<file path="config.mk">
export PLATFORM = sky130hd
export DESIGN_NAME = mipi_dsi_pattern_gen_flat
export DESIGN_NICKNAME = d
export VERILOG_FILES = /design/src/rtl/mipi_dsi_pattern_gen_if.sv /design/src/rtl/mipi_dsi_pattern_gen.sv /design/src/flat_wrapper.sv
export SDC_FILE = /design/constraint.sdc
export NUM_CORES = 1
export LEC_CHECK = 0
export ABC_CLOCK_PERIOD_IN_PS = 3950
export BUFFER_PORTS_ARGS = -buffer_cell sky130_fd_sc_hd__buf_2
export CAP_MARGIN = 20
export CORE_MARGIN = 1
export CORE_UTILIZATION = 53
export CTS_BUF_LIST = sky130_fd_sc_hd__clkbuf_8
export DETAILED_ROUTE_END_ITERATION = 10
export HOLD_SLACK_MARGIN = 0.08
export PLACE_DENSITY = 0.8
export SYNTH_ARGS = -nofsm -noshare
export SYNTH_HDL_FRONTEND = slang
export SYNTH_SLANG_ARGS = --single-unit
</file>
<file path="constraint.sdc">
create_clock -name clk -period 3.95 [get_ports clk]
set_input_delay 0.395 -clock clk [delete_from_list [all_inputs] [get_ports clk]]
set_output_delay 0.395 -clock clk [all_outputs]
set_load 0.02 [all_outputs]
</file>
<file path="src/rtl/mipi_dsi_pattern_gen_if.sv">
// Pixel request/response bundle between the DSI packetiser and a pixel source.
// The packetiser (master) issues one request per cycle; the source answers one cycle later.
interface mipi_dsi_pattern_gen_if #(
  parameter int COMP_W = 8,
  parameter int POS_W  = 11
);
  logic                  rgb_data_req;
  logic [POS_W-1:0]      pixel_xpos;
  logic [POS_W-1:0]      pixel_ypos;
  logic [3*COMP_W-1:0]   pixel_data;
  logic                  pixel_valid;

  modport master (
    output rgb_data_req, pixel_xpos, pixel_ypos,
    input  pixel_data, pixel_valid
  );

  modport slave (
    input  rgb_data_req, pixel_xpos, pixel_ypos,
    output pixel_data, pixel_valid
  );
endinterface

</file>
<file path="src/rtl/mipi_dsi_pattern_gen.sv">
// Multi-mode test-pattern source for the DSI HS packetiser.
// Modes: 0 colour bars, 1 horizontal ramp, 2 vertical ramp, 3 checker
// (inverting on odd frames), 4 solid colour, 5 scrolling vertical bar.
// Mode and solid colour are latched at frame start so a frame is never torn.
// Assumes COMP_W <= POS_W and CHECK_LOG2 < POS_W.
module mipi_dsi_pattern_gen #(
  parameter int COMP_W     = 8,
  parameter int POS_W      = 11,
  parameter int CHECK_LOG2 = 5,
  parameter int FCNT_W     = 16
) (
  input  logic                 clk,
  input  logic                 rst,
  mipi_dsi_pattern_gen_if.slave pix,
  input  logic [2:0]           pattern_sel_i,
  input  logic [3*COMP_W-1:0]  solid_rgb_i,
  input  logic [POS_W-1:0]     scroll_step_i,
  input  logic [POS_W-1:0]     h_disp_i,
  input  logic [POS_W-1:0]     v_disp_i,
  output logic [FCNT_W-1:0]    frame_cnt_o,
  output logic [2:0]           mode_active_o
);

  localparam int PIX_W = 3 * COMP_W;
  localparam logic [PIX_W-1:0]  WHITE   = {PIX_W{1'b1}};
  localparam logic [PIX_W-1:0]  BLACK   = '0;
  localparam logic [POS_W-1:0]  POS_ONE = 1;
  localparam logic [FCNT_W-1:0] FC_ONE  = 1;
  localparam logic [POS_W:0]    BAR_LEN = (POS_W+1)'(2**CHECK_LOG2);

  localparam logic [2:0] M_COLORBAR = 3'd0;
  localparam logic [2:0] M_HGRAD    = 3'd1;
  localparam logic [2:0] M_VGRAD    = 3'd2;
  localparam logic [2:0] M_CHECKER  = 3'd3;
  localparam logic [2:0] M_SOLID    = 3'd4;
  localparam logic [2:0] M_MOVBAR   = 3'd5;

  // Unsupported selector codes fall back to colour bars.
  function automatic logic [2:0] remap(input logic [2:0] sel);
    return (sel > 3'd5) ? M_COLORBAR : sel;
  endfunction

  // SMPTE-like bar order; each channel is either full scale or zero.
  function automatic logic [PIX_W-1:0] bar_color(input logic [2:0] idx);
    logic [2:0] rgb;
    case (idx)
      3'd0:    rgb = 3'b111; // white
      3'd1:    rgb = 3'b110; // yellow
      3'd2:    rgb = 3'b011; // cyan
      3'd3:    rgb = 3'b010; // green
      3'd4:    rgb = 3'b101; // magenta
      3'd5:    rgb = 3'b100; // red
      3'd6:    rgb = 3'b001; // blue
      default: rgb = 3'b000; // black
    endcase
    return {{COMP_W{rgb[2]}}, {COMP_W{rgb[1]}}, {COMP_W{rgb[0]}}};
  endfunction

  // State
  logic [PIX_W-1:0]  data_q,   data_d;
  logic              valid_q;
  logic [FCNT_W-1:0] fcnt_q,   fcnt_d;
  logic [2:0]        mode_q,   mode_d;
  logic [PIX_W-1:0]  solid_q,  solid_d;
  logic [POS_W-1:0]  scroll_q, scroll_d;
  logic [POS_W-1:0]  col_q,    col_d;
  logic [2:0]        bar_q,    bar_d;

  // Request decode
  logic             req;
  logic [POS_W-1:0] xpos, ypos;
  logic             in_range, fs, line_start;

  assign req        = pix.rgb_data_req;
  assign xpos       = pix.pixel_xpos;
  assign ypos       = pix.pixel_ypos;
  assign in_range   = (xpos < h_disp_i) && (ypos < v_disp_i);
  assign line_start = (xpos == '0);
  assign fs         = req && in_range && line_start && (ypos == '0);

  // Frame-start pixel already sees the new mode and colour
  logic [2:0]       mode_eff;
  logic [PIX_W-1:0] solid_eff;

  assign mode_eff  = fs ? remap(pattern_sel_i) : mode_q;
  assign solid_eff = fs ? solid_rgb_i : solid_q;

  // Colour-bar tracking: the register pair describes the position of the next
  // pixel in the line; a column-0 request restarts it regardless of history.
  logic [POS_W-1:0] bar_w, cur_col;
  logic [2:0]       cur_bar;
  logic             bar_end;

  assign bar_w   = h_disp_i >> 3;
  assign cur_col = line_start ? '0 : col_q;
  assign cur_bar = line_start ? 3'd0 : bar_q;
  // bar_w==0 never matches, so the whole line stays in bar 0 (white).
  assign bar_end = (bar_w != '0) && (cur_col == (bar_w - POS_ONE)) && (cur_bar != 3'd7);

  // Advance the bar counters on every in-range request; hold otherwise
  always_comb begin
    col_d = col_q;
    bar_d = bar_q;
    if (req && in_range) begin
      if (bar_end) begin
        col_d = '0;
        bar_d = 3'(cur_bar + 3'd1);
      end else begin
        col_d = cur_col + POS_ONE;
        bar_d = cur_bar;
      end
    end
  end

  // Scroll advance with a single conditional wrap against the line width
  logic [POS_W:0] scroll_sum;

  assign scroll_sum = {1'b0, scroll_q} + {1'b0, scroll_step_i};

  // Per-frame registers: only touched on frame start
  always_comb begin
    fcnt_d   = fcnt_q;
    mode_d   = mode_q;
    solid_d  = solid_q;
    scroll_d = scroll_q;
    if (fs) begin
      fcnt_d   = fcnt_q + FC_ONE;
      mode_d   = remap(pattern_sel_i);
      solid_d  = solid_rgb_i;
      scroll_d = POS_W'((scroll_sum >= {1'b0, h_disp_i}) ?
                        (scroll_sum - {1'b0, h_disp_i}) : scroll_sum);
    end
  end

  // Pattern evaluation for the current request (moving bar uses the old scroll)
  logic [POS_W:0] x_ext, bar_lo, bar_hi;
  logic           chk_white, mov_white;

  assign x_ext     = {1'b0, xpos};
  assign bar_lo    = {1'b0, scroll_q};
  assign bar_hi    = bar_lo + BAR_LEN;
  assign mov_white = (x_ext >= bar_lo) && (x_ext < bar_hi);
  assign chk_white = xpos[CHECK_LOG2] ^ ypos[CHECK_LOG2] ^ fcnt_q[0];

  // Pixel mux; out-of-range requests always answer black
  always_comb begin
    data_d = data_q;
    if (req) begin
      case (mode_eff)
        M_COLORBAR: data_d = bar_color(cur_bar);
        M_HGRAD:    data_d = {3{xpos[COMP_W-1:0]}};
        M_VGRAD:    data_d = {3{ypos[COMP_W-1:0]}};
        M_CHECKER:  data_d = chk_white ? WHITE : BLACK;
        M_SOLID:    data_d = solid_eff;
        M_MOVBAR:   data_d = mov_white ? WHITE : BLACK;
        default:    data_d = BLACK;
      endcase
      if (!in_range) data_d = BLACK;
    end
  end

  // Response register: one-cycle latency, data holds when no request
  always_ff @(posedge clk or posedge rst) begin
    if (rst) begin
      data_q  <= '0;
      valid_q <= 1'b0;
    end else begin
      data_q  <= data_d;
      valid_q <= req;
    end
  end

  // Frame-level and line-level state
  always_ff @(posedge clk or posedge rst) begin
    if (rst) begin
      fcnt_q   <= '0;
      mode_q   <= M_COLORBAR;
      solid_q  <= '0;
      scroll_q <= '0;
      col_q    <= '0;
      bar_q    <= 3'd0;
    end else begin
      fcnt_q   <= fcnt_d;
      mode_q   <= mode_d;
      solid_q  <= solid_d;
      scroll_q <= scroll_d;
      col_q    <= col_d;
      bar_q    <= bar_d;
    end
  end

  assign pix.pixel_data  = data_q;
  assign pix.pixel_valid = valid_q;
  assign frame_cnt_o     = fcnt_q;
  assign mode_active_o   = mode_q;

endmodule

</file>
<file path="src/flat_wrapper.sv">
// flat-port wrapper written by rule: the top's interface ports become plain ports
module mipi_dsi_pattern_gen_flat 
#(
  parameter int COMP_W     = 8,
  parameter int POS_W      = 11,
  parameter int CHECK_LOG2 = 5,
  parameter int FCNT_W     = 16
)
  (clk, rst, pattern_sel_i, solid_rgb_i, scroll_step_i, h_disp_i, v_disp_i, frame_cnt_o, mode_active_o, pix_rgb_data_req, pix_pixel_xpos, pix_pixel_ypos, pix_pixel_data, pix_pixel_valid);
  mipi_dsi_pattern_gen_if #(.COMP_W(COMP_W), .POS_W(POS_W)) pix_i ();
  input  logic clk;
  input  logic rst;
  input  logic [2:0] pattern_sel_i;
  input  logic [3*COMP_W-1:0] solid_rgb_i;
  input  logic [POS_W-1:0] scroll_step_i;
  input  logic [POS_W-1:0] h_disp_i;
  input  logic [POS_W-1:0] v_disp_i;
  output logic [FCNT_W-1:0] frame_cnt_o;
  output logic [2:0] mode_active_o;
  input wire logic [$bits(pix_i.rgb_data_req)-1:0] pix_rgb_data_req;
  input wire logic [$bits(pix_i.pixel_xpos)-1:0] pix_pixel_xpos;
  input wire logic [$bits(pix_i.pixel_ypos)-1:0] pix_pixel_ypos;
  output wire logic [$bits(pix_i.pixel_data)-1:0] pix_pixel_data;
  output wire logic [$bits(pix_i.pixel_valid)-1:0] pix_pixel_valid;
  assign pix_i.rgb_data_req = pix_rgb_data_req;
  assign pix_i.pixel_xpos = pix_pixel_xpos;
  assign pix_i.pixel_ypos = pix_pixel_ypos;
  assign pix_pixel_data = pix_i.pixel_data;
  assign pix_pixel_valid = pix_i.pixel_valid;
  mipi_dsi_pattern_gen #(.COMP_W(COMP_W), .POS_W(POS_W), .CHECK_LOG2(CHECK_LOG2), .FCNT_W(FCNT_W)) u_core (.clk(clk), .rst(rst), .pix(pix_i), .pattern_sel_i(pattern_sel_i), .solid_rgb_i(solid_rgb_i), .scroll_step_i(scroll_step_i), .h_disp_i(h_disp_i), .v_disp_i(v_disp_i), .frame_cnt_o(frame_cnt_o), .mode_active_o(mode_active_o));
endmodule
</file>
# Word-level counts from Yosys, hierarchy flattened

Index checks and enable logic that the tools add are counted.

Equal/unequal tests: 13
Magnitude comparators: 6
Bitwise logic cells: 2
Reductions and logical operators: 12
$mul: 0
Div/mod/pow operators: 0
Add/subtract/negate cells: 7
Shifts and indexed selects: 0
Muxes and demuxes: 13

Operators with widths:

| operator                                            | number |
|---|---|
| one-hot mux 24 bit (6 select lines)                 | 1 |
| 2-to-1 mux 24 bit                                   | 4 |
| 2-to-1 mux 11 bit                                   | 3 |
| zero test 11 bit                                    | 2 |
| < comparator 11 bit                                 | 2 |
| one-hot mux 3 bit (7 select lines)                  | 1 |
| adder 16 x 1 -> 16 bit, second input constant       | 1 |
| equality test 3 bit, second input constant          | 5 |
| adder 11 x 11 -> 12 bit                             | 1 |
| adder 11 x 6 -> 12 bit, second input constant       | 1 |
| equality test 3 x 2 -> 1 bit, second input constant | 4 |
| greater-or-equal comparator 12 x 11 -> 1 bit        | 1 |
| < comparator 11 x 12 -> 1 bit                       | 1 |
| 2-to-1 mux 3 bit                                    | 4 |
| adder 11 x 1 -> 11 bit, second input constant       | 1 |
| equality test 11 bit                                | 1 |
| greater-or-equal comparator 11 bit                  | 1 |
| nonzero test 11 bit                                 | 1 |
| subtractor 11 bit                                   | 1 |
| subtractor 8 x 1 -> 9 bit, second input constant    | 1 |
| logical AND 1 bit                                   | 7 |
| equality test 3 x 1 -> 1 bit, second input constant | 2 |
| zero test 3 bit                                     | 2 |
| adder 3 x 1 -> 3 bit, second input constant         | 1 |
| 3 further kinds                                     | 4 |

Output and inout port bits: 44
Latch bits: 0
Bits in writable memories: 0
Logic and storage cells: 61
Input port bits: 85
ROM bits: 0
Bits in registers: 93
Memories: 0

# Longest topological paths before layout

Gate-level depths: netlist of run 1.

Word-level depth: 9
Gate-level depth with buffers: 16
Mapped depth without buffers: 15

# Least setup slack after synthesis of run 1

OpenSTA, ideal clock, no wires.

Path type: input-to-reg
Start point: in scroll_step_i[0]
End point: reg u_core.scroll_q[10]
Path buffers: 1
Setup slack: 0.255 ns
Cell stages on the path: 16
Data required time: 3.819 ns
Setup time: 0.131 ns
Data arrival time: 3.564 ns
Path through: ha_1 > fa_1 > a21o_1 > a21oi_1 > o21bai_1 > a21oi_1 > xnor2_1 > ha_1 > or2_2 > a21oi_1 > o31ai_1 > o21a_1 > or3_1 > clkbuf_1 > o2111ai_1 > o21ai_0

Word-level cells in the longest chain between the ends: 3
Elaborated cells on any way between the ends: 4
Classes of those cells: 2 x add/sub; 1 x order compare; 1 x mux

Ends and longest elaborated chain:

| element                                                                                  | line                                                     | text |
|---|---|---|
| from (decl)                                                                              | flat_wrapper.sv:15                                       | `input logic [POS_W-1:0] scroll_step_i;` |
| adder 11 x 11 -> 12 bit (*)                                                              | mipi_dsi_pattern_gen.sv:118                              | `assign scroll_sum = {1'b0, scroll_q} + {1'b0, scroll_step_i};` |
| subtractor 11 bit / greater-or-equal comparator 12 x 11 -> 1 bit (equally long branches) | mipi_dsi_pattern_gen.sv:131, mipi_dsi_pattern_gen.sv:130 |  |
| 2-to-1 mux 11 bit (*)                                                                    | mipi_dsi_pattern_gen.sv:130                              | `scroll_d = POS_W'((scroll_sum >= {1'b0, h_disp_i}) ?` |
| to (signal assigned)                                                                     | mipi_dsi_pattern_gen.sv:186                              | `scroll_q <= scroll_d;` |
| to (decl)                                                                                | mipi_dsi_pattern_gen.sv:65                               | `logic [POS_W-1:0] scroll_q, scroll_d;` |

Every way passes the cells marked *; elsewhere a longest branch is shown, timed or not.
A chain may end at the register's enable or synchronous reset.

# Final worst setup path of run 1

Start point: reg u_core.scroll_q[0]
End point: reg u_core.scroll_q[10]

Word-level cells in the longest chain between the ends: 3
Elaborated cells on any way between the ends: 4
Classes of those cells: 2 x add/sub; 1 x order compare; 1 x mux

Ends and longest elaborated chain:

| element                                                                                  | line |
|---|---|
| adder 11 x 11 -> 12 bit (*)                                                              | mipi_dsi_pattern_gen.sv:118 |
| subtractor 11 bit / greater-or-equal comparator 12 x 11 -> 1 bit (equally long branches) | mipi_dsi_pattern_gen.sv:131, mipi_dsi_pattern_gen.sv:130 |
| 2-to-1 mux 11 bit (*)                                                                    | mipi_dsi_pattern_gen.sv:130 |

Marked as above.

==> summary.md, run 1 <==
| Metric | Value |
|---|---|
| Insertion delay of the later-clocked pin in the worst-skew pair | 0.39 ns |
| FMAX | 0.266 GHz |
| Buffer cell driving the clock tree root | sky130_fd_sc_hd__clkbuf_8 |
| Proportion of netlist area held by the largest area contributor | roughly a third |
| Launching point of the worst reg2reg path | u_core.scroll_q[0] |
| Number of antenna violations at the first check in global routing | 0 |
| Antenna viol nets, final | 0 |
| Total global routing overflow | 0 |
| Total Nets Final | 1104 |
| Logic depth of the worst register-to-register path | 15 |
| Run status | completed |
| Pre-antenna DRT Iters | 5 |
| TritonCTS Buffers | 9 |
| Xor and xnor area share after synthesis | 5.92% |
| Static leakage | 4.04 nW |
| Vertical die dimension | around 120 µm |
| Maximum number of pins on one net before global-route repair | 60 |
| CTS Buffer Depth | 2 |
| Drt wl/cell | roughly 17 µm |
| Share of async-settable or async-resettable flops after synthesis | 100% |
| Cell Count Post-Placement | around 1100 |
| Period utilization | 95.1% |
| Library cell occupying the most area in the post-synthesis netlist | sky130_fd_sc_hd__dfrtp_1 |
| Share of cells above drive strength 1 | between 20% and 30% |
| Synthesized-area fraction occupied by adder cells | 12.0% |
| CTS H-tree depth | 3 |
| Post-CTS setup buffer count | 0 |
| Count of pins on the block boundary | 129 |
| Final max-slew violation count | 0 |
| Filler cell count | between 1000 and 1500 |
| Number of flops mapped to enable cells by yosys | 0 |
| Complex-gate fraction of the synthesized area | around 23% |
| Rows | between 40 and 50 |
| Synthesized Nets | roughly 980 |
| Number of maximum-capacitance violations | 0 |
| Distinct cells, synth | 70 |
| Final Skew | between 0.01 and 0.015 ns |
| Number of buffers added on ports | 128 |
| Clock edge transition at the registers on the reported setup and hold paths | about 0.10 ns |
| Total global-route track usage | 28.0% |
| Via density | approximately 6.0 |
| Minimum clock period | around 3.8 ns |
| Synthesized area per cell | 8.58 µm² |
| Netlist Area Pre-Place | about 0.007 mm² |
| Placeable core region | roughly 0.013 mm² |
| Detailed-route DRC error count | 0 |
| Top FF cell, synth | sky130_fd_sc_hd__dfrtp_1 |
| Type of the most critical hold path | input port to async pin |
| Final cell count without fillers | approximately 1100 |
| Count of mapped cells out of synthesis | 826 |
| Setup TNS | 0 ns |
| Kind of end point of the critical path | flop |
| Wire length of the first global-routing pass | ~31 mm |
| Maximum fanout count along the critical path | 10 |
| Startpoint kind of the worst setup timing path | flop |
| Sink count of the clock tree | 93 |
| Crit path from | u_core.scroll_q[0] |
| Largest family of logic cells by synthesized area | compound AO/OA/AOI/OAI gates |
| Final setup violation count | 0 |
| Sequential fraction of the synthesis area | roughly a third |
| Setup slack of the worst register-to-register path | just under 0.2 ns |
| Startpoint-to-endpoint class of the critical path | flop to flop |
| Area taken by multi-input logic gates | ~0.0043 mm² |
| IR drop worst, VDD | between 0.15 and 0.2 mV |
| Power density cells | 284 mW/mm² |
| Horizontal die dimension | around 120 µm |
| Routability congestion estimate from global placement | between 0.9 and 1 |
| Layout overhead on the synthesized area | 15.2% |
| Final Hold Violating Endpoints | 0 |
| Die footprint | about 0.014 mm² |
| Critical path arrival | about 4.0 ns |
| Initial standard-cell utilization of the core | a little under three fifths |
| Initial detailed-routing violation count | 806 |
| Synth area leaders | sky130_fd_sc_hd__dfrtp_1 (33%), sky130_fd_sc_hd__ha_1 (11%), sky130_fd_sc_hd__o21ai_0 (4.7%) |
| Area share of and/or/nand/nor cells after synthesis | between 10% and 20% |
| Synth warn | 0 |
| # diodes | 0 |
| DP HPWL | 14.9 mm |
| Seq cells post-synth | 93 |
| Slew at the pin closest to its max-slew limit | approximately 1.1 ns |
| Worst reg2reg path endpoint | u_core.scroll_q[10] |
| Area taken by flip-flops and latches | roughly 0.0023 mm² |
| Routed Wire Length | ~19 mm |
| Via count of the first global-routing pass | 6347 |
| Worst relative slew slack | about 27% |
| Routed via count | 6777 |
| Proportion of synthesized area in mux cells | less than 1% |
| CTS tree | yes |
| Required time at the worst-slack endpoint | around 4.2 ns |
-- layer usage --
metal  vias up  GRT usage, %  wire length (µm)
met2       236          44.2              8950
met1      3216          38.9              8670
met3        34          5.23              1100
li1       3291             -                 -
met4         0          8.17               486
met5         -             0                 0
-- cell usage after synthesis, types with 15 or more instances --
cell,count
sky130_fd_sc_hd__o21ai_0,67
sky130_fd_sc_hd__clkbuf_1,28
sky130_fd_sc_hd__nand2_1,87
sky130_fd_sc_hd__xnor2_1,30
sky130_fd_sc_hd__o2111ai_1,26
sky130_fd_sc_hd__a21oi_1,26
sky130_fd_sc_hd__nor2_1,32
sky130_fd_sc_hd__nor3_1,20
sky130_fd_sc_hd__ha_1,65
sky130_fd_sc_hd__inv_1,72
sky130_fd_sc_hd__dfrtp_1,93
sky130_fd_sc_hd__nand3_1,47
sky130_fd_sc_hd__a31oi_1,15
sky130_fd_sc_hd__a22oi_1,25
-- per-stage QoR --
step	power, W	worst slack, ns	hold slack (ns)	area, µm²	utilization, %
6_report	0.00231	0.195	0.0902	8160	63.6
5_1_grt	0.00244	-0.0240	0.117	8160	63.6
4_1_cts	0.00232	0.0220	0.0999	8140	63.5
3_5_place_dp	0.00173	-0.0548	0.468	7970	62.2
3_3_place_gp	0.00171	0.0406	0.465	7970	62.2
2_1_floorplan	0.00151	0.255	0.426	7080	-
-- what timing repair did --
action                     in CTS  in global routing
resized for setup               0                  5
hold buffers                    0                  0
setup endpoints to repair       0                 11
-- layout by cell type, fill, tap and decap left out, drive strengths merged, types with 7 or more instances in the layout --
| cell | count |
|---|---|
| xnor2 | 30 |
| xor2 | 10 |
| o21ai | 76 |
| nand2b | 10 |
| nand4 | 10 |
| a32oi | 12 |
| o2111ai | 26 |
| a211oi | 7 |
| and3 | 10 |
| clkbuf | 9 |
| inv | 74 |
| buf | 154 |
| nand3 | 47 |
| dfrtp | 93 |
| or3 | 8 |
| a21o | 7 |
| a31oi | 15 |
| nor2 | 33 |
| nand2 | 88 |
| nor4 | 13 |
| nor3 | 20 |
| ha | 65 |
| a21oi | 28 |
| a22oi | 25 |
-- worst max-delay path, stage by stage, from the launching register on --
cell,delay (ns)
sky130_fd_sc_hd__dfrtp_1,0.42
sky130_fd_sc_hd__ha_1,0.22
sky130_fd_sc_hd__fa_1,0.40
sky130_fd_sc_hd__a21o_1,0.20
sky130_fd_sc_hd__a21oi_2,0.16
sky130_fd_sc_hd__o21bai_1,0.10
sky130_fd_sc_hd__a21oi_1,0.18
sky130_fd_sc_hd__xnor2_1,0.17
sky130_fd_sc_hd__ha_1,0.30
sky130_fd_sc_hd__or2_2,0.31
sky130_fd_sc_hd__a21oi_2,0.18
sky130_fd_sc_hd__o31ai_2,0.10
sky130_fd_sc_hd__o21a_1,0.20
sky130_fd_sc_hd__or3_4,0.39
sky130_fd_sc_hd__o2111ai_1,0.20
sky130_fd_sc_hd__o21ai_0,0.10
-- cell families (layout without fill, tap and decap cells) --
group,count (synthesis),after routing
compound gates,238,238
fa+ha+maj,67,67
mux,6,6
simple gates,268,268
buf+inv,111,241
xor+xnor,43,43
flops,93,93
-- how the worst max path moves through the flow --
stage | to | slack (ns) | depth (start not counted)
after floorplan | u_core.scroll_q[10] | 0.25 | 16
after global placement | u_core.scroll_q[10] | 0.04 | 16
after detailed placement | u_core.scroll_q[10] | -0.05 | 16
after CTS | u_core.scroll_q[10] | 0.02 | 15
after global routing | u_core.scroll_q[10] | -0.02 | 14
final | u_core.scroll_q[10] | 0.19 | 15
-- final cells by class --
class	count	share of cell area (%)
multi-input cells	622	53.2
flip-flops and latches	93	28.5
clock buffers	9	1.52
repair buffers	154	10.2
clock inverters	6	0.582
well taps	172	2.64
inverters	72	3.33
-- power by group --
| group | internal [W] | leakage [nW] | switching [W] |
|---|---|---|---|
| sequential | 0.00101 | 1.21 | 0.0000612 |
| combinational | 0.000270 | 2.73 | 0.000376 |
| clock | 0.000233 | 0.0918 | 0.000361 |
| total | 0.00152 | 4.04 | 0.000798 |
-- flip-flops by register name (all words and copies together), names as in the netlist --
| register | flops |
|---|---|
| u_core.bar_q | 3 |
| u_core.col_q | 11 |
| u_core.frame_cnt_o | 16 |
| u_core.mode_active_o | 3 |
| u_core.pix.pixel_data | 24 |
| u_core.pix.pixel_valid | 1 |
| u_core.scroll_q | 11 |
| u_core.solid_q | 24 |
No activity file was read; power rests on OpenSTA's default activity.
==> run 2: changes to the inputs <==
- CORE_ASPECT_RATIO: default -> 1.4
==> run 2 against run 1 <==
- sequential cell count is the same
- sequential share of layout area decreased by 0.27 points
- sequential power hardly changed
- clock skew down 0.0089 ns
- die area hardly changed
- clock power grew 14%
- hold slack gained 0.18 ns
- global-route usage is 1.4 points higher
- largest cell class unchanged
- largest power group unchanged
==> summary.md, run 2 (same netlist as run 1, synthesis figures left out) <==
| Metric | Value |
|---|---|
| Run status | completed |
| IR drop worst, VDD | 0.158 mV (-19%) |
| Area taken by multi-input logic gates | 0.00435 mm² (+0.12%) |
| Number of buffers added on ports | 128 (unchanged) |
| Final setup violation count | 0 (unchanged) |
| Psw | 0.000790 W (-0.98%) |
| Drt wl/cell | 17.7 µm (+4.0%) |
| Area taken by flip-flops and latches | 0.00233 mm² (unchanged) |
| Final cell count without fillers | 1140 (+1.1%) |
| CTS H-tree depth | 3 (unchanged) |
| Setup slack at placement | -0.0769 ns (-0.0221 ns) |
| Slew at the pin closest to its max-slew limit | 1.01 ns (-0.0754 ns) |
| Startpoint-to-endpoint class of the critical path | flop to flop |
| TritonCTS Buffers | 9 (unchanged) |
| Relative contribution of sequential cells to total power | 44.5% (-1.9 points) |
| Initial standard-cell utilization of the core | 54.8% (-0.48 points) |
| Initial detailed-routing violation count | 476 (-41%) |
| Internal power of the cells | 0.00161 W (+6.5%) |
| Buffer cell driving the clock tree root | sky130_fd_sc_hd__clkbuf_8 |
| Worst relative slew slack | 32.3% (+5.1 points) |
| Detailed-route DRC error count | 0 (unchanged) |
| Wire length of the first global-routing pass | 32.3 mm (+3.0%) |
| Rows | 49 (+20%) |
| Number of maximum-capacitance violations | 0 (unchanged) |
| CTS tree | yes |
| Sink count of the clock tree | 93 (unchanged) |
| Share of cells above drive strength 1 | 20.4% (+0.23 points) |
| Static leakage | 4.07 nW (+0.71%) |
| Family with the most delay on the worst path | compound AO/OA/AOI/OAI gates |
| Layout overhead on the synthesized area | 16.3% |
| Clock Power Share | 28.3% (+2.6 points) |
| Routed via count | 7013 (+3.5%) |
| Maximum number of pins on one net before global-route repair | 45 (-25%) |
| Portion of total power attributed to combinational logic | 27.2% (-0.7 points) |
| Number of antenna violations at the first check in global routing | 2 (+2) |
| Total Nets Final | 1107 (+0.27%) |
| Cell Count Post-Placement | 1121 (+0.72%) |
| CTS Buffer Depth | 2 (unchanged) |
| Antenna viol nets, final | 0 (unchanged) |
| FMAX | 0.263 GHz (-1.4%) |
| Horizontal die dimension | 99.7 µm (-15%) |
| Switch share | 32.9% (-1.6 points) |
| Kind of end point of the critical path | flop |
| Required time at the worst-slack endpoint | 4.21 ns (about the same) |
| Clock edge transition at the registers on the reported setup and hold paths | 0.09 ns (about the same) |
| Delay of the slowest critical-path stage | 0.41 ns (about the same) |
| Slowest cell on the critical path | sky130_fd_sc_hd__dfrtp_1 |
| Power density cells | 292 mW/mm² (+2.9%) |
| Core occupancy in the finished layout | 63.7% (about the same) |
| Via density | 6.15 (+2.4%) |
| Period utilization | 96.4% (+1.3 points) |
| Post-CTS setup buffer count | 0 (unchanged) |
| Filler cell count | 1150 (+2.8%) |
| Most frequent standard cell in the layout excluding fill and tap cells | sky130_fd_sc_hd__buf_2 |
| Routed Wire Length | 20.2 mm (+5.1%) |
| Via count of the first global-routing pass | 6598 (+4.0%) |
| Cells along the critical path | ha_1, fa_1, a21o_1, a21oi_2, o21bai_1, a21oi_1, xnor2_1, ha_1, or2_2, a21oi_1, o31ai_2, o21a_1, or3_4, o2111ai_1, o21ai_0 |
| Most frequent cells in the layout | sky130_fd_sc_hd__buf_2 (129), sky130_fd_sc_hd__dfrtp_1 (93), sky130_fd_sc_hd__nand2_1 (87), sky130_fd_sc_hd__inv_1 (72), sky130_fd_sc_hd__o21ai_0 (67) |
| Insertion delay of the later-clocked pin in the worst-skew pair | 0.38 ns (about the same) |
| Total global routing overflow | 0 (unchanged) |
| Total global-route track usage | 29.4% (+1.4 points) |
| Critical path arrival | 4.07 ns (+0.06 ns) |
| Routability congestion estimate from global placement | 1.00 (+7.7%) |
| Worst Setup Slack, final | 0.143 ns (-0.0520 ns) |
| Final Hold Violating Endpoints | 0 (unchanged) |
| Final max-slew violation count | 0 (unchanged) |
| Startpoint kind of the worst setup timing path | flop |
| Count of pins on the block boundary | 129 (unchanged) |
| Pre-antenna DRT Iters | 5 (unchanged) |
| Buffers and inverters on the worst path | 0 (unchanged) |
| Die footprint | 0.0138 mm² (about the same) |
| Minimum clock period | 3.81 ns (+0.0520 ns) |
| Maximum fanout count along the critical path | 10 (unchanged) |
| DP HPWL | 15.4 mm (+3.7%) |
| Placeable core region | 0.0129 mm² (+0.87%) |
| Final Skew | 0.00564 ns (-0.00887 ns) |
| Vertical die dimension | 139 µm (+18%) |
| Type of the most critical hold path | input port to flop |
-- run 2: cell types whose count changed in the layout (fill, tap and decap cells not counted), sizes merged --
| cell | delta |
|---|---|
| inv | -1 |
| clkbuf | +2 |
| buf | +2 |
| clkinvlp | +1 |
| dlygate4sd3 | +1 |
| clkinv | -2 |
| diode | +2 |
| bufinv | +1 |
-- run 2: worst paths after layout --
kind | start | cells after the start | endpoint | slack (ns)
worst min-delay path | solid_rgb_i[10] | 3 | u_core.solid_q[10] | 0.27
max in group asynchronous | rst | 4 | u_core.bar_q[1] | 2.50
worst min register to register | u_core.frame_cnt_o[15] | 1 | u_core.frame_cnt_o[15] | 0.48
min in group asynchronous | rst | 3 | u_core.solid_q[13] | 0.53
worst max-delay path | u_core.scroll_q[0] | 15 | u_core.scroll_q[10] | 0.14
worst max register to register | u_core.scroll_q[0] | 15 | u_core.scroll_q[10] | 0.14
-- run 2: power by group through the flow --
stage               registers, W  logic (W)  clock network [W]
finish                   0.00107   0.000654           0.000680
detailed placement       0.00109   0.000640                  0
global route             0.00108   0.000729           0.000719
floorplan                0.00112   0.000389                  0
global placement         0.00109   0.000623                  0
CTS                      0.00107   0.000644           0.000692
-- run 2: repair_timing --
action | in CTS | in global routing
hold buffers | 1 | 0
resized for setup | 0 | 6
setup endpoints to repair | 0 | 11
hold endpoints to repair | 21 | 0
-- run 2: worst register-to-register path, delay by kind of cell, from the launching register on --
family	cells	cell delay (ns)
xor+xnor	1	0.16
simple gates	2	0.70
compound gates	9	1.50
fa+ha+maj	3	0.91
flops	1	0.41
-- run 2: metrics by stage --
step,area (µm²),TNS (ns),power (W),hold WS (ns)
2_1_floorplan,7080,0,0.00151,0.426
3_3_place_gp,7990,0,0.00171,0.396
3_5_place_dp,7990,-0.0769,0.00173,0.393
4_1_cts,8210,0,0.00241,0.256
5_1_grt,8240,-0.0108,0.00253,0.282
6_report,8240,0,0.00240,0.267
-- run 2: cell type report --
class / count / area share, %
Clock buffer: 11 / 1.84
Sequential cell: 93 / 28.2
Multi-Input combinational cell: 622 / 52.7
Inverter: 72 / 3.29
Clock inverter: 5 / 0.714
Tap cell: 178 / 2.70
Antenna cell: 2 / 0.0607
Timing Repair Buffer: 157 / 10.4
-- run 2: per-layer routing --
metal | vias up | routed length, µm | track usage, % | share of wire (%)
li1 | 3292 | - | - | -
met1 | 3355 | 7980 | 36.8 | 40
met2 | 326 | 10200 | 51.3 | 50
met3 | 40 | 1480 | 3.78 | 7.3
met4 | 0 | 543 | 10.6 | 2.7
met5 | - | 0 | 0 | 0
==> run 3: changes to the inputs <==
- REMOVE_ABC_BUFFERS: default -> 1
==> run 3 against run 2 <==
- sequential power barely moved
- final cell count is essentially flat
- sequential cell count unchanged
- hold slack worse by 0.045 ns
==> summary.md, run 3 (same netlist as run 1, synthesis figures left out) <==
| Metric | Value |
|---|---|
| Run status | completed |
| Number of antenna violations at the first check in global routing | 0 (-2) |
| Via density | 5.96 (-3.2%) |
| Static leakage | 4.07 nW (+0.11%) |
| Pre-antenna DRT Iters | 5 (unchanged) |
| Sink count of the clock tree | 93 (unchanged) |
| Switch share | 33.3% (+0.49 points) |
| Minimum clock period | 3.76 ns (-0.0471 ns) |
| Via count of the first global-routing pass | 6398 (-3.0%) |
| Relative contribution of sequential cells to total power | 45.2% (+0.7 points) |
| Area taken by flip-flops and latches | 0.00233 mm² (unchanged) |
| Worst relative slew slack | 26.3% (-6.0 points) |
| Startpoint-to-endpoint class of the critical path | flop to flop |
| Routed Wire Length | 19.2 mm (-5.0%) |
| Critical path arrival | 4.00 ns (-0.07 ns) |
| FMAX | 0.266 GHz (+1.3%) |
| Most frequent cells in the layout | sky130_fd_sc_hd__buf_2 (129), sky130_fd_sc_hd__dfrtp_1 (93), sky130_fd_sc_hd__nand2_1 (87), sky130_fd_sc_hd__inv_1 (72), sky130_fd_sc_hd__o21ai_0 (67) |
| Routability congestion estimate from global placement | 0.920 (-8.1%) |
| Die footprint | 0.0138 mm² (unchanged) |
| Required time at the worst-slack endpoint | 4.19 ns (-0.02 ns) |
| Maximum fanout count along the critical path | 9 (-1) |
| Count of hold-fix buffers inserted at cts | 0 (-1) |
| Share of cells above drive strength 1 | 20.7% (+0.27 points) |
| Maximum number of pins on one net before global-route repair | 57 (+27%) |
| Final Hold Violating Endpoints | 0 (unchanged) |
| CTS H-tree depth | 3 (unchanged) |
| Count of pins on the block boundary | 129 (unchanged) |
| Total global-route track usage | 28.2% (-1.2 points) |
| Final setup violation count | 0 (unchanged) |
| Insertion delay of the later-clocked pin in the worst-skew pair | 0.36 ns (-0.02 ns) |
| Layout Cell Area excl Fill | 0.00824 mm² (about the same) |
| Clock edge transition at the registers on the reported setup and hold paths | 0.09 ns (about the same) |
| CTS tree | yes |
| Detailed-route DRC error count | 0 (unchanged) |
| Initial standard-cell utilization of the core | 54.8% (unchanged) |
| CTS Buffer Depth | 2 (unchanged) |
| Startpoint kind of the worst setup timing path | flop |
| # resized after CTS | 2 (+2) |
| Met2 layer wire length in the routed design | 9.41 mm (-7.7%) |
| Initial detailed-routing violation count | 332 (-30%) |
| DP HPWL | 14.9 mm (-3.6%) |
| Post-CTS setup buffer count | 0 (unchanged) |
| Psw | 0.000791 W (+0.11%) |
| Detailed route wirelength on metal3 | 975 µm (-34%) |
| Type of the most critical hold path | input port to async pin |
| Filler cell count | 1150 (unchanged) |
| Kind of end point of the critical path | flop |
| Highest layer used for signal routing | met4 |
| Dpl cell area | 0.00802 mm² (+0.28%) |
| Total Nets Final | 1109 (+0.18%) |
| Buffer cell driving the clock tree root | sky130_fd_sc_hd__clkbuf_8 |
| Slew at the pin closest to its max-slew limit | 1.10 ns (+0.0887 ns) |
| Wire length of the first global-routing pass | 31.1 mm (-3.8%) |
| Number of buffers added on ports | 128 (unchanged) |
| Setup repair after global routing missed its margin | yes |
| Power density cells | 288 mW/mm² (-1.3%) |
| IR drop worst, VDD | 0.229 mV (+45%) |
| Layout overhead on the synthesized area | 16.3% (about the same) |
| Portion of total power attributed to combinational logic | 27.3% (about the same) |
| Drt wl/cell | 16.8 µm (-5.1%) |
| Detailed-routing wirelength on met1 | 8.23 mm (+3.2%) |
| Worst Hold Margin | 0.222 ns (-0.0448 ns) |
| Total global routing overflow | 0 (unchanged) |
| Period utilization | 95.2% (-1.2 points) |
| Most frequent standard cell in the layout excluding fill and tap cells | sky130_fd_sc_hd__buf_2 |
| Number of maximum-capacitance violations | 0 (unchanged) |
| TritonCTS Buffers | 9 (unchanged) |
| Placeable core region | 0.0129 mm² (unchanged) |
| Vertical die dimension | 139 µm (unchanged) |
| Horizontal die dimension | 99.7 µm (unchanged) |
| Final max-slew violation count | 0 (unchanged) |
| Clock Power Share | 27.5% (-0.8 points) |
| Routed via count | 6798 (-3.1%) |
| Final Skew | 0.00850 ns (+0.00286 ns) |
| Area taken by multi-input logic gates | 0.00435 mm² (about the same) |
| Antenna viol nets, final | 0 (unchanged) |
| Internal power of the cells | 0.00158 W (-2.1%) |
| Rows | 49 (unchanged) |
| Setup TNS | 0 ns (unchanged) |
run 3: through the flow:
stage / setup slack, ns / power [W] / std cells / util [%]
after global routing: -0.0472 / 0.00250 / 1140 / 63.7
after floorplan: 0.140 / 0.00150 / 787 / -
after global placement: -0.00769 / 0.00171 / 1123 / 61.9
after detailed placement: -0.0860 / 0.00173 / 1124 / 62.0
after CTS: 0.0918 / 0.00238 / 1140 / 63.5
final: 0.190 / 0.00237 / 1141 / 63.7
run 3: critical path, stage by stage, from the launching register on:
cell and delay [ns]:
sky130_fd_sc_hd__dfrtp_1 0.42, sky130_fd_sc_hd__ha_1 0.22, sky130_fd_sc_hd__fa_1 0.40, sky130_fd_sc_hd__a21o_1 0.21, sky130_fd_sc_hd__a21oi_2 0.17, sky130_fd_sc_hd__o21bai_1 0.09, sky130_fd_sc_hd__a21oi_1 0.17, sky130_fd_sc_hd__xnor2_1 0.18
sky130_fd_sc_hd__ha_1 0.29, sky130_fd_sc_hd__or2_2 0.30, sky130_fd_sc_hd__a21oi_2 0.17, sky130_fd_sc_hd__o31ai_1 0.10, sky130_fd_sc_hd__o21a_1 0.19, sky130_fd_sc_hd__or3_4 0.39, sky130_fd_sc_hd__o2111ai_2 0.21, sky130_fd_sc_hd__o21ai_0 0.11
run 3: power by group through the flow:
stage / registers [W] / clock network (W) / logic [W]
final: 0.00107 / 0.000652 / 0.000647
after global routing: 0.00108 / 0.000698 / 0.000719
after CTS: 0.00107 / 0.000666 / 0.000642
after detailed placement: 0.00109 / 0 / 0.000637
after global placement: 0.00109 / 0 / 0.000625
after floorplan: 0.00113 / 0 / 0.000374
run 3: cell type report:
| class | instances | area share, % |
|---|---|---|
| flip-flops and latches | 93 | 28.2 |
| inverters | 72 | 3.30 |
| clock inverters | 7 | 0.881 |
| diodes | 1 | 0.0304 |
| clock buffers | 9 | 1.50 |
| well taps | 178 | 2.70 |
| repair buffers | 159 | 10.6 |
| multi-input cells | 622 | 52.8 |
run 3: final timing paths:
path                                         from                        to  slack (ns)  depth (start not counted)
max                            u_core.scroll_q[0]       u_core.scroll_q[10]        0.19                         15
min                                           rst  u_core.pix.pixel_data[9]        0.22                          2
max reg2reg                    u_core.scroll_q[0]       u_core.scroll_q[10]        0.19                         15
min reg2reg                u_core.frame_cnt_o[15]    u_core.frame_cnt_o[15]        0.47                          1
max in group asynchronous                     rst    u_core.frame_cnt_o[13]        2.89                          3
min in group clk                  solid_rgb_i[15]        u_core.solid_q[15]        0.28                          3
run 3: per-layer routing:
layer	vias up	track usage, %
met5	-	0
met4	0	10.1
met3	39	3.43
met2	232	47.6
met1	3225	36.8
li1	3302	-
